==> config.mk <==
export PLATFORM = sky130hd
export DESIGN_NAME = pc_fetch_unit
export DESIGN_NICKNAME = d
export VERILOG_FILES = /design/src/rtl/pc_fetch_pkg.sv /design/src/rtl/pc_next_mux.sv /design/src/rtl/pc_fetch_unit.sv
export SDC_FILE = /design/constraint.sdc
export NUM_CORES = 1
export LEC_CHECK = 0
export ABC_AREA = 1
export CAP_MARGIN = 0
export CORE_ASPECT_RATIO = 0.9
export CORE_UTILIZATION = 38
export CTS_CLUSTER_SIZE = 30
export DETAILED_ROUTE_END_ITERATION = 10
export PLACE_DENSITY_LB_ADDON = 0.1
export SYNTH_ARGS = -nofsm -noshare
export SYNTH_HDL_FRONTEND = slang
export SYNTH_HIERARCHICAL = 1
export SYNTH_SLANG_ARGS = --single-unit
export TNS_END_PERCENT = 1
==> constraint.sdc <==
create_clock -name clk -period 2.4 [get_ports clk]
set_input_delay 0.72 -clock clk [delete_from_list [all_inputs] [get_ports clk]]
set_output_delay 0.72 -clock clk [all_outputs]
set_load 0.01 [all_outputs]
==> src/rtl/pc_fetch_pkg.sv <==
// Shared definitions for the program-counter / instruction-fetch unit:
// next-PC source encodings, fetch FSM states and a small alignment helper.
package pc_fetch_pkg;

    // Next-PC source selection carried on pc_sel
    localparam logic [1:0] PC_SEL_SEQ = 2'b00;
    localparam logic [1:0] PC_SEL_BR  = 2'b01;
    localparam logic [1:0] PC_SEL_J   = 2'b10;
    localparam logic [1:0] PC_SEL_JR  = 2'b11;

    // Fetch FSM: FETCH waits for the memory ack, READY waits for pc_en
    typedef enum logic [0:0] {
        FETCH = 1'b0,
        READY = 1'b1
    } fetch_state_e;

    // True when the low address bits do not describe a word boundary
    function automatic logic is_misaligned(input logic [1:0] addr_lsb);
        return (addr_lsb != 2'b00);
    endfunction

endpackage

==> src/rtl/pc_next_mux.sv <==
// Next-PC selection: exception > exception-return > pc_sel source.
// A redirect to a target that is not word aligned is turned into an
// exception; the sequential pc+4 path is never checked.
module pc_next_mux
    import pc_fetch_pkg::*;
#(
    parameter int          XLEN   = 32,
    parameter logic [XLEN-1:0] EXC_PC = 32'h0000_4180
) (
    input  logic [XLEN-1:0] pc4,
    input  logic [1:0]      pc_sel,
    input  logic            br_taken,
    input  logic [XLEN-1:0] bpc,
    input  logic [XLEN-1:0] jpc,
    input  logic [XLEN-1:0] rpc,
    input  logic [XLEN-1:0] epc,
    input  logic            exc,
    input  logic            eret,
    output logic [XLEN-1:0] next_pc,
    output logic            mis,
    output logic            take_exc
);

    logic [XLEN-1:0] target_s;
    logic            redirect_s;

    // Pick the candidate target and note whether it is a checked redirect
    always_comb begin
        target_s   = pc4;
        redirect_s = 1'b0;
        if (eret) begin
            target_s   = epc;
            redirect_s = 1'b1;
        end else begin
            case (pc_sel)
                PC_SEL_SEQ: begin
                    target_s   = pc4;
                    redirect_s = 1'b0;
                end
                PC_SEL_BR: begin
                    if (br_taken) begin
                        target_s   = bpc;
                        redirect_s = 1'b1;
                    end else begin
                        target_s   = pc4;
                        redirect_s = 1'b0;
                    end
                end
                PC_SEL_J: begin
                    target_s   = jpc;
                    redirect_s = 1'b1;
                end
                PC_SEL_JR: begin
                    target_s   = rpc;
                    redirect_s = 1'b1;
                end
                default: begin
                    target_s   = pc4;
                    redirect_s = 1'b0;
                end
            endcase
        end
    end

    // Apply exception priority and the misaligned-redirect trap
    always_comb begin
        next_pc  = target_s;
        mis      = 1'b0;
        take_exc = 1'b0;
        if (exc) begin
            next_pc  = EXC_PC;
            take_exc = 1'b1;
        end else if (redirect_s && is_misaligned(target_s[1:0])) begin
            next_pc  = EXC_PC;
            mis      = 1'b1;
            take_exc = 1'b1;
        end else begin
            next_pc  = target_s;
        end
    end

endmodule

==> src/rtl/pc_fetch_unit.sv <==
// Program counter and instruction fetch unit. Issues one fetch per
// instruction over a req/ack handshake, latches the word into IR, and
// advances the PC when the control FSM pulses pc_en in READY.
module pc_fetch_unit
    import pc_fetch_pkg::*;
#(
    parameter int              XLEN     = 32,
    parameter logic [XLEN-1:0] RESET_PC = 32'h0000_3000,
    parameter logic [XLEN-1:0] EXC_PC   = 32'h0000_4180
) (
    input  logic            clk,
    input  logic            reset,
    input  logic            pc_en,
    input  logic [1:0]      pc_sel,
    input  logic            br_taken,
    input  logic [XLEN-1:0] bpc,
    input  logic [XLEN-1:0] jpc,
    input  logic [XLEN-1:0] rpc,
    input  logic            exc,
    input  logic            eret,
    output logic            imem_req,
    output logic [XLEN-1:0] imem_addr,
    input  logic            imem_ack,
    input  logic [31:0]     imem_rdata,
    output logic [31:0]     ir,
    output logic            ir_valid,
    output logic [XLEN-1:0] pc,
    output logic [XLEN-1:0] pc4,
    output logic [XLEN-1:0] epc,
    output logic            misalign
);

    localparam logic [XLEN-1:0] PC_STEP = {{(XLEN-3){1'b0}}, 3'b100};

    fetch_state_e    state_r;
    fetch_state_e    state_next_s;
    logic [XLEN-1:0] pc_r;
    logic [XLEN-1:0] epc_r;
    logic [31:0]     ir_r;
    logic            ir_valid_r;
    logic            misalign_r;
    logic [XLEN-1:0] pc4_s;
    logic [XLEN-1:0] next_pc_s;
    logic            mis_s;
    logic            take_exc_s;
    logic            advance_s;
    logic            fetch_done_s;

    assign pc4_s        = pc_r + PC_STEP;
    assign advance_s    = (state_r == READY) && pc_en;
    assign fetch_done_s = (state_r == FETCH) && imem_ack;

    pc_next_mux #(
        .XLEN   (XLEN),
        .EXC_PC (EXC_PC)
    ) u_next_mux (
        .pc4      (pc4_s),
        .pc_sel   (pc_sel),
        .br_taken (br_taken),
        .bpc      (bpc),
        .jpc      (jpc),
        .rpc      (rpc),
        .epc      (epc_r),
        .exc      (exc),
        .eret     (eret),
        .next_pc  (next_pc_s),
        .mis      (mis_s),
        .take_exc (take_exc_s)
    );

    // Fetch FSM next-state: wait for ack in FETCH, wait for pc_en in READY
    always_comb begin
        state_next_s = state_r;
        case (state_r)
            FETCH: begin
                if (imem_ack) begin
                    state_next_s = READY;
                end else begin
                    state_next_s = FETCH;
                end
            end
            READY: begin
                if (pc_en) begin
                    state_next_s = FETCH;
                end else begin
                    state_next_s = READY;
                end
            end
            default: state_next_s = FETCH;
        endcase
    end

    // Fetch FSM state register; reset restarts a fresh fetch
    always_ff @(posedge clk) begin
        if (reset) begin
            state_r <= FETCH;
        end else begin
            state_r <= state_next_s;
        end
    end

    // PC and saved exception PC, updated only when an instruction retires
    always_ff @(posedge clk) begin
        if (reset) begin
            pc_r  <= RESET_PC;
            epc_r <= {XLEN{1'b0}};
        end else if (advance_s) begin
            pc_r <= next_pc_s;
            if (take_exc_s) begin
                epc_r <= pc_r;
            end
        end
    end

    // Instruction register and its valid flag; an ack during reset is dropped
    always_ff @(posedge clk) begin
        if (reset) begin
            ir_r       <= 32'h0000_0000;
            ir_valid_r <= 1'b0;
        end else if (fetch_done_s) begin
            ir_r       <= imem_rdata;
            ir_valid_r <= 1'b1;
        end else if (advance_s) begin
            ir_valid_r <= 1'b0;
        end
    end

    // One-cycle pulse after a redirect that trapped on alignment
    always_ff @(posedge clk) begin
        if (reset) begin
            misalign_r <= 1'b0;
        end else begin
            misalign_r <= advance_s && mis_s;
        end
    end

    assign imem_req  = (state_r == FETCH);
    assign imem_addr = pc_r;
    assign pc        = pc_r;
    assign pc4       = pc4_s;
    assign epc       = epc_r;
    assign ir        = ir_r;
    assign ir_valid  = ir_valid_r;
    assign misalign  = misalign_r;

endmodule

After elaboration in Yosys (flattened, before gate mapping)
Index checks and enable logic that the tools add are counted.
Storage, ports and cells
  flip-flop bits (word level): 99
  input bits: 137
  output and inout bits: 163
  logic and storage cells: 36
Operators by class
  add/subtract/negate cells: 1
  equality and inequality tests: 3
  muxes and demuxes: 16
  bitwise logic cells: 1
  reductions and logical operators: 9
Operators by type and width (count)
  32-bit 2-to-1 mux: 4
  32-bit case mux with 4 select lines: 1
  32-bit by 3-bit adder with 32-bit output, second input constant: 1
  1-bit 2-to-1 mux: 9
  2-bit equality test, second input constant: 2
  1-bit logical AND: 4
  2-bit nonzero test: 2
  1-bit case mux with 3 select lines: 1
  2-bit by 1-bit equality test with 1-bit output, second input constant: 1
  2-bit zero test: 1
  1-bit case mux with 2 select lines: 1
  2-bit AND reduction: 1
  2-bit OR reduction: 1
  1-bit inverter: 1

Longest topological paths before layout
  word-level depth: 9
  depth in mapped cells: 16
  mapped depth without buffers: 16

Hierarchy
The synthesis kept the hierarchy.
By module, submodules not included
  pc_fetch_unit: times used 1, cells an instance 629, area each 4500.6 um2, seq. area each 1981.9 um2
  pc_next_mux: times used 1, cells an instance 358, area each 1774.2 um2, seq. area each 0.0 um2

Least setup slack after synthesis
OpenSTA, ideal clock, no wires.
  path kind: input to register
  start: input port pc_sel[1]
  end: register epc_r[10] (netlist: epc[10])
  library setup time: 70 ps
  arrival time: 2328 ps
  data required time: 2330 ps
  slack: 2 ps
  cell stages on the path: 13
  path buffers: 4
  cells stage by stage: buf_4 -> nor2_2 -> nand2_1 -> nand2_1 -> a21oi_2 -> nand2_2 -> nand2_4 -> nand2_4 -> buf_6 -> buf_2 -> clkbuf_1 -> nand3_1 -> a21oi_1
On the way
  word-level cells in the longest chain between the ends: 8
  elaborated cells between the ends (all ways): 14
  those cells by class: eq/ne: 3; mux: 6; reduce/logical: 5
RTL lines
  start, declared: line pc_fetch_unit.sv:14  | input logic [1:0] pc_sel,
  2-bit equality test (tied with other cells): line pc_next_mux.sv:35  | case (pc_sel)
  32-bit case mux with 4 select lines / 2-bit OR reduction (equally long branches)
  32-bit 2-to-1 mux / 1-bit case mux with 3 select lines (equally long branches): line pc_next_mux.sv:31, pc_next_mux.sv:35
  2-bit nonzero test / 1-bit 2-to-1 mux (equally long branches): line pc_fetch_pkg.sv:19, pc_next_mux.sv:31
  1-bit logical AND (*): line pc_next_mux.sv:73  | end else if (redirect_s && is_misaligned(target_s[1:0])) begin
  1-bit 2-to-1 mux (*): line pc_next_mux.sv:73
  1-bit 2-to-1 mux (*): line pc_next_mux.sv:70  | if (exc) begin
  net take_exc_s: line pc_fetch_unit.sv:45  | logic take_exc_s;
  2-bit AND reduction (no source line) (*)
  end signal, assigned: line pc_fetch_unit.sv:106  | epc_r <= {XLEN{1'b0}};
  end signal, assigned: line pc_fetch_unit.sv:110  | epc_r <= pc_r;
  end, declared: line pc_fetch_unit.sv:38  | logic [XLEN-1:0] epc_r;
The timed path passes the listed nets; every way through them passes the cells marked *.
A chain may end at the register's enable or synchronous reset.

Worst setup path in the final report
  start: register pc_r[3] (netlist: imem_addr[3])
  end: output port pc4[22]
On the way
  word-level cells in the longest chain between the ends: 1
RTL lines
  start, declared: line pc_fetch_unit.sv:37  | logic [XLEN-1:0] pc_r;
  start signal, assigned: line pc_fetch_unit.sv:108  | pc_r <= next_pc_s;
  32-bit by 3-bit adder with 32-bit output: line pc_fetch_unit.sv:49  | assign pc4_s = pc_r + PC_STEP;
  end, declared: line pc_fetch_unit.sv:28  | output logic [XLEN-1:0] pc4,
Every way passes these cells.

==> metrics.md <==
| Metric | Value |
|---|---|
| Outcome | `finished, violations left` |
| Failing checks | `negative setup slack` |
| Min Tclk post-route | `2.53 ns` |
| Rows | `44` |
| Wire per inst | `16.3 um` |
| Unrepaired setup endpoints after global routing | `true` |
| Hold depth | `2` |
| Setup crit start kind | `flip-flop` |
| Worst r2r path cells | `13` |
| Total Wirelength | `25.1 mm` |
| Top-count cell post-synth | `nand2_1` |
| # port buffers | `299` |
| Worst hold path endpoint | `epc[13]$_SDFFE_PP0P_` |
| Slew headroom | `70.6%` |
| Share of cells above drive strength 1 | `20.6%` |
| Sw power | `1530 uW` |
| Number of buffers created by CTS | `9` |
| Most common cell type on the critical path | `nand2_2` |
| Synth Net Count | `1125` |
| Final antenna-violating net count | `0` |
| PD cells | `459 nW/um^2` |
| Total core area | `16100 um^2` |
| Async S/R FF share, synth | `0%` |
| Layout area overhead | `68.8%` |
| Vias in the first global route | `7083` |
| Number of synthesized flops with an enable pin | `0` |
| Crit Reg-Reg Endpoint | `imem_addr[18]$_SDFFE_PP0N_` |
| Most frequent cells after synthesis | `nand2_1 (226), nor2_1 (192), o21ai_0 (107)` |
| Hold crit path type | `reg2reg` |
| Max Slew Vio Count | `0` |
| Cell Int Power | `3330 uW` |
| Combinational power share | `30.0%` |
| Final setup skew | `0.0102 ns` |
| Pre-CTS WS | `-0.426 ns` |
| Path type of the worst setup path | `reg2out` |
| Die X-Extent | `137 um` |
| Largest net degree at the start of global routing | `42` |
| Sw frac | `31.4%` |
| Hold_ws | `0.474 ns` |
| Hold_sp | `epc[13]$_SDFFE_PP0P_` |
| RR Startpoint | `imem_addr[3]$_SDFFE_PP0N_` |
| Hpwl dp | `18.5 mm` |
| Total power | `4860 uW` |
| Root buffer cell | `clkbuf_16` |
| Crit path required time | `1.68 ns` |
| Setup crit end kind | `output pin` |
| CP Max Fanout | `4` |
| Yosys cell types | `32` |
| CTS H-tree lvls | `3` |
| Die area | `17000 um^2` |
| Mean post-synth cell area | `6.36 um^2` |
| CTS tree | `yes` |
| Nets@finish | `1461` |
| Yosys reg bits | `99` |
| Mapped Area | `6270 um^2` |
| Critical-path top delay cell | `dfxtp_4` |
| Post-synth top area share | `31.6%` |
| Least-Margin Pin Slew | `0.441 ns` |
| All-layer global routing usage | `29.0%` |
| Leakage | `0.00429 uW` |
| Post-synthesis sequential area ratio | `31.6%` |
| Clk_lat worst skew | `0.36 ns` |
| GPL Wtd Cong | `0.874` |
| Clock share of power | `33.1%` |
| Total global routing overflow | `0` |
| Worst-path clk slew | `0.08 ns` |
| Initial Util | `38.9%` |
| Initial antenna violation count | `0` |
| Vias after detailed routing | `7775` |
| Largest stage delay, worst path | `0.37 ns` |
| Die Y | `124 um` |
| Gate Count Post-Synth | `987` |
| Deepest clock path buffer count | `2` |
| Vias/cell | `5.06` |
| Reg power frac | `37.0%` |
| Post-synth top flop | `dfxtp_1` |
| First-pass GRT wire length | `37.5 mm` |
| CTS Sinks | `99` |
| I/O pins | `300` |
| Reg2reg setup slack | `0.16 ns` |
| Crit-path cells | `ha_4, nand2_4, nor2_4, nand2_4, nor2_4, buf_12, nand2_2, nand2_2, nand2_2, buf_6` |
| Synth warnings | `6` |
| Synth area leader | `dfxtp_1` |
| Worst Slack Setup Final | `-0.131 ns` |
| Worst vdd ir | `0.377 mV` |
| Largest cells by area after synthesis | `dfxtp_1 (32%), nand2_1 (14%), nor2_1 (11%), o21ai_0 (8.5%), nand3_1 (6.0%)` |
| Crit share post-route | `105%` |
| Hold Violations, Final | `0` |
| Max-Cap Viols | `0` |
| Final setup violation count | `20` |
| Pre-antenna DRT Iters | `5` |
| Fmax | `0.395 GHz` |
| Initial DRC count | `523` |
| Worst Path Arrival | `1.81 ns` |
| # DRC | `0` |
| Core Util, Final | `65.6%` |
layer usage:
metal | up-vias | share of wire (%) | GRT usage [%]
met2 | 306 | 47 | 48.4
li1 | 3840 | - | -
met1 | 3605 | 43 | 37.3
met4 | 0 | 1.4 | 7.42
met3 | 24 | 8.1 | 6.88
met5 | - | 0 | 0
critical path: cells and delay by family (launching register included):
kind          cells  cell delay (ns)
simple gates      7             0.68
flops             1             0.37
buf+inv           2             0.25
fa+ha+maj         1             0.14
layout by cell type (no fill, tap or decap), drive strengths merged, types with 2 or more instances in the layout:
master	synthesis	layout
a21oi	46	46
a22oi	15	15
and2	2	2
buf	64	148
clkbuf	32	9
clkdlybuf4s50	0	270
clkinv	0	3
dfxtp	99	99
inv	34	37
nand2	235	235
nand3	76	76
nand3b	8	8
nand4	16	16
nor2	223	223
o211ai	5	5
o21ai	113	113
xnor2	4	4
xor2	11	11
worst max-delay path by stage:
stage	from	to	slack (ns)	depth (start not counted)
2_1_floorplan	pc_sel[1]	epc[10]$_SDFFE_PP0P_	0.002	13
3_3_place_gp	pc_sel[1]	imem_addr[20]$_SDFFE_PP0N_	-0.45	10
3_5_place_dp	pc_sel[1]	imem_addr[19]$_SDFFE_PP0N_	-0.43	10
4_1_cts	imem_addr[2]$_SDFFE_PP0N_	pc4[11]	-0.15	8
5_1_grt	imem_addr[3]$_SDFFE_PP0N_	pc4[22]	-0.21	10
6_report	imem_addr[3]$_SDFFE_PP0N_	pc4[22]	-0.13	10
sequential cells by signal (all words and copies together) (netlist names):
signal	flops
ir	32
imem_addr	32
epc	32
state_r	1
ir_valid	1
misalign	1
logic make-up (layout without fill, tap and decap cells):
logic type                 count (synthesis)  in the layout  share of synthesized area [%]
and+or+nand+nor                          561            561                           39.7
DFF                                       99             99                           31.6
buffers and inverters                    130            471                           11.0
AOI/OAI and AO/OA                        180            180                           15.3
adders and majority gates                  1              1                          0.199
muxes                                      1              1                          0.160
other                                      0              1                              0
xor gates and xnor gates                  15             15                           2.09
timing repair:
action                                  CTS  global route
endpoints found under the setup margin   33            82
pin swaps                                23            26
gates resized for setup                 159            42
hold buffers                              0             0
buffers inserted                          6             3
power by group through the flow:
stage	Combinational [uW]	Sequential [uW]	Clock, uW
5_1_grt	1570	1810	1690
3_5_place_dp	1420	1830	0
4_1_cts	1430	1790	1640
6_report	1450	1790	1610
2_1_floorplan	587	1890	0
3_3_place_gp	1420	1830	0
per-stage QoR:
step           cells  instance area, um^2  setup TNS [ns]
2_1_floorplan    987                 6270               0
3_3_place_gp    1510                 9940          -16.35
3_5_place_dp    1510                 9940          -19.17
4_1_cts         1532                10400           -1.87
5_1_grt         1535                10600           -3.33
6_report        1536                10600           -1.32
final cells by class:
class,count,area [um^2]
diodes,1,2.50
clock buffers,9,225
clock inverters,7,97.6
fillers,1465,5540
inverters,34,128
multi-input cells,758,3860
flip-flops and latches,99,2000
well taps,207,259
repair buffers,421,4020
No activity file was read; power rests on OpenSTA's default activity.
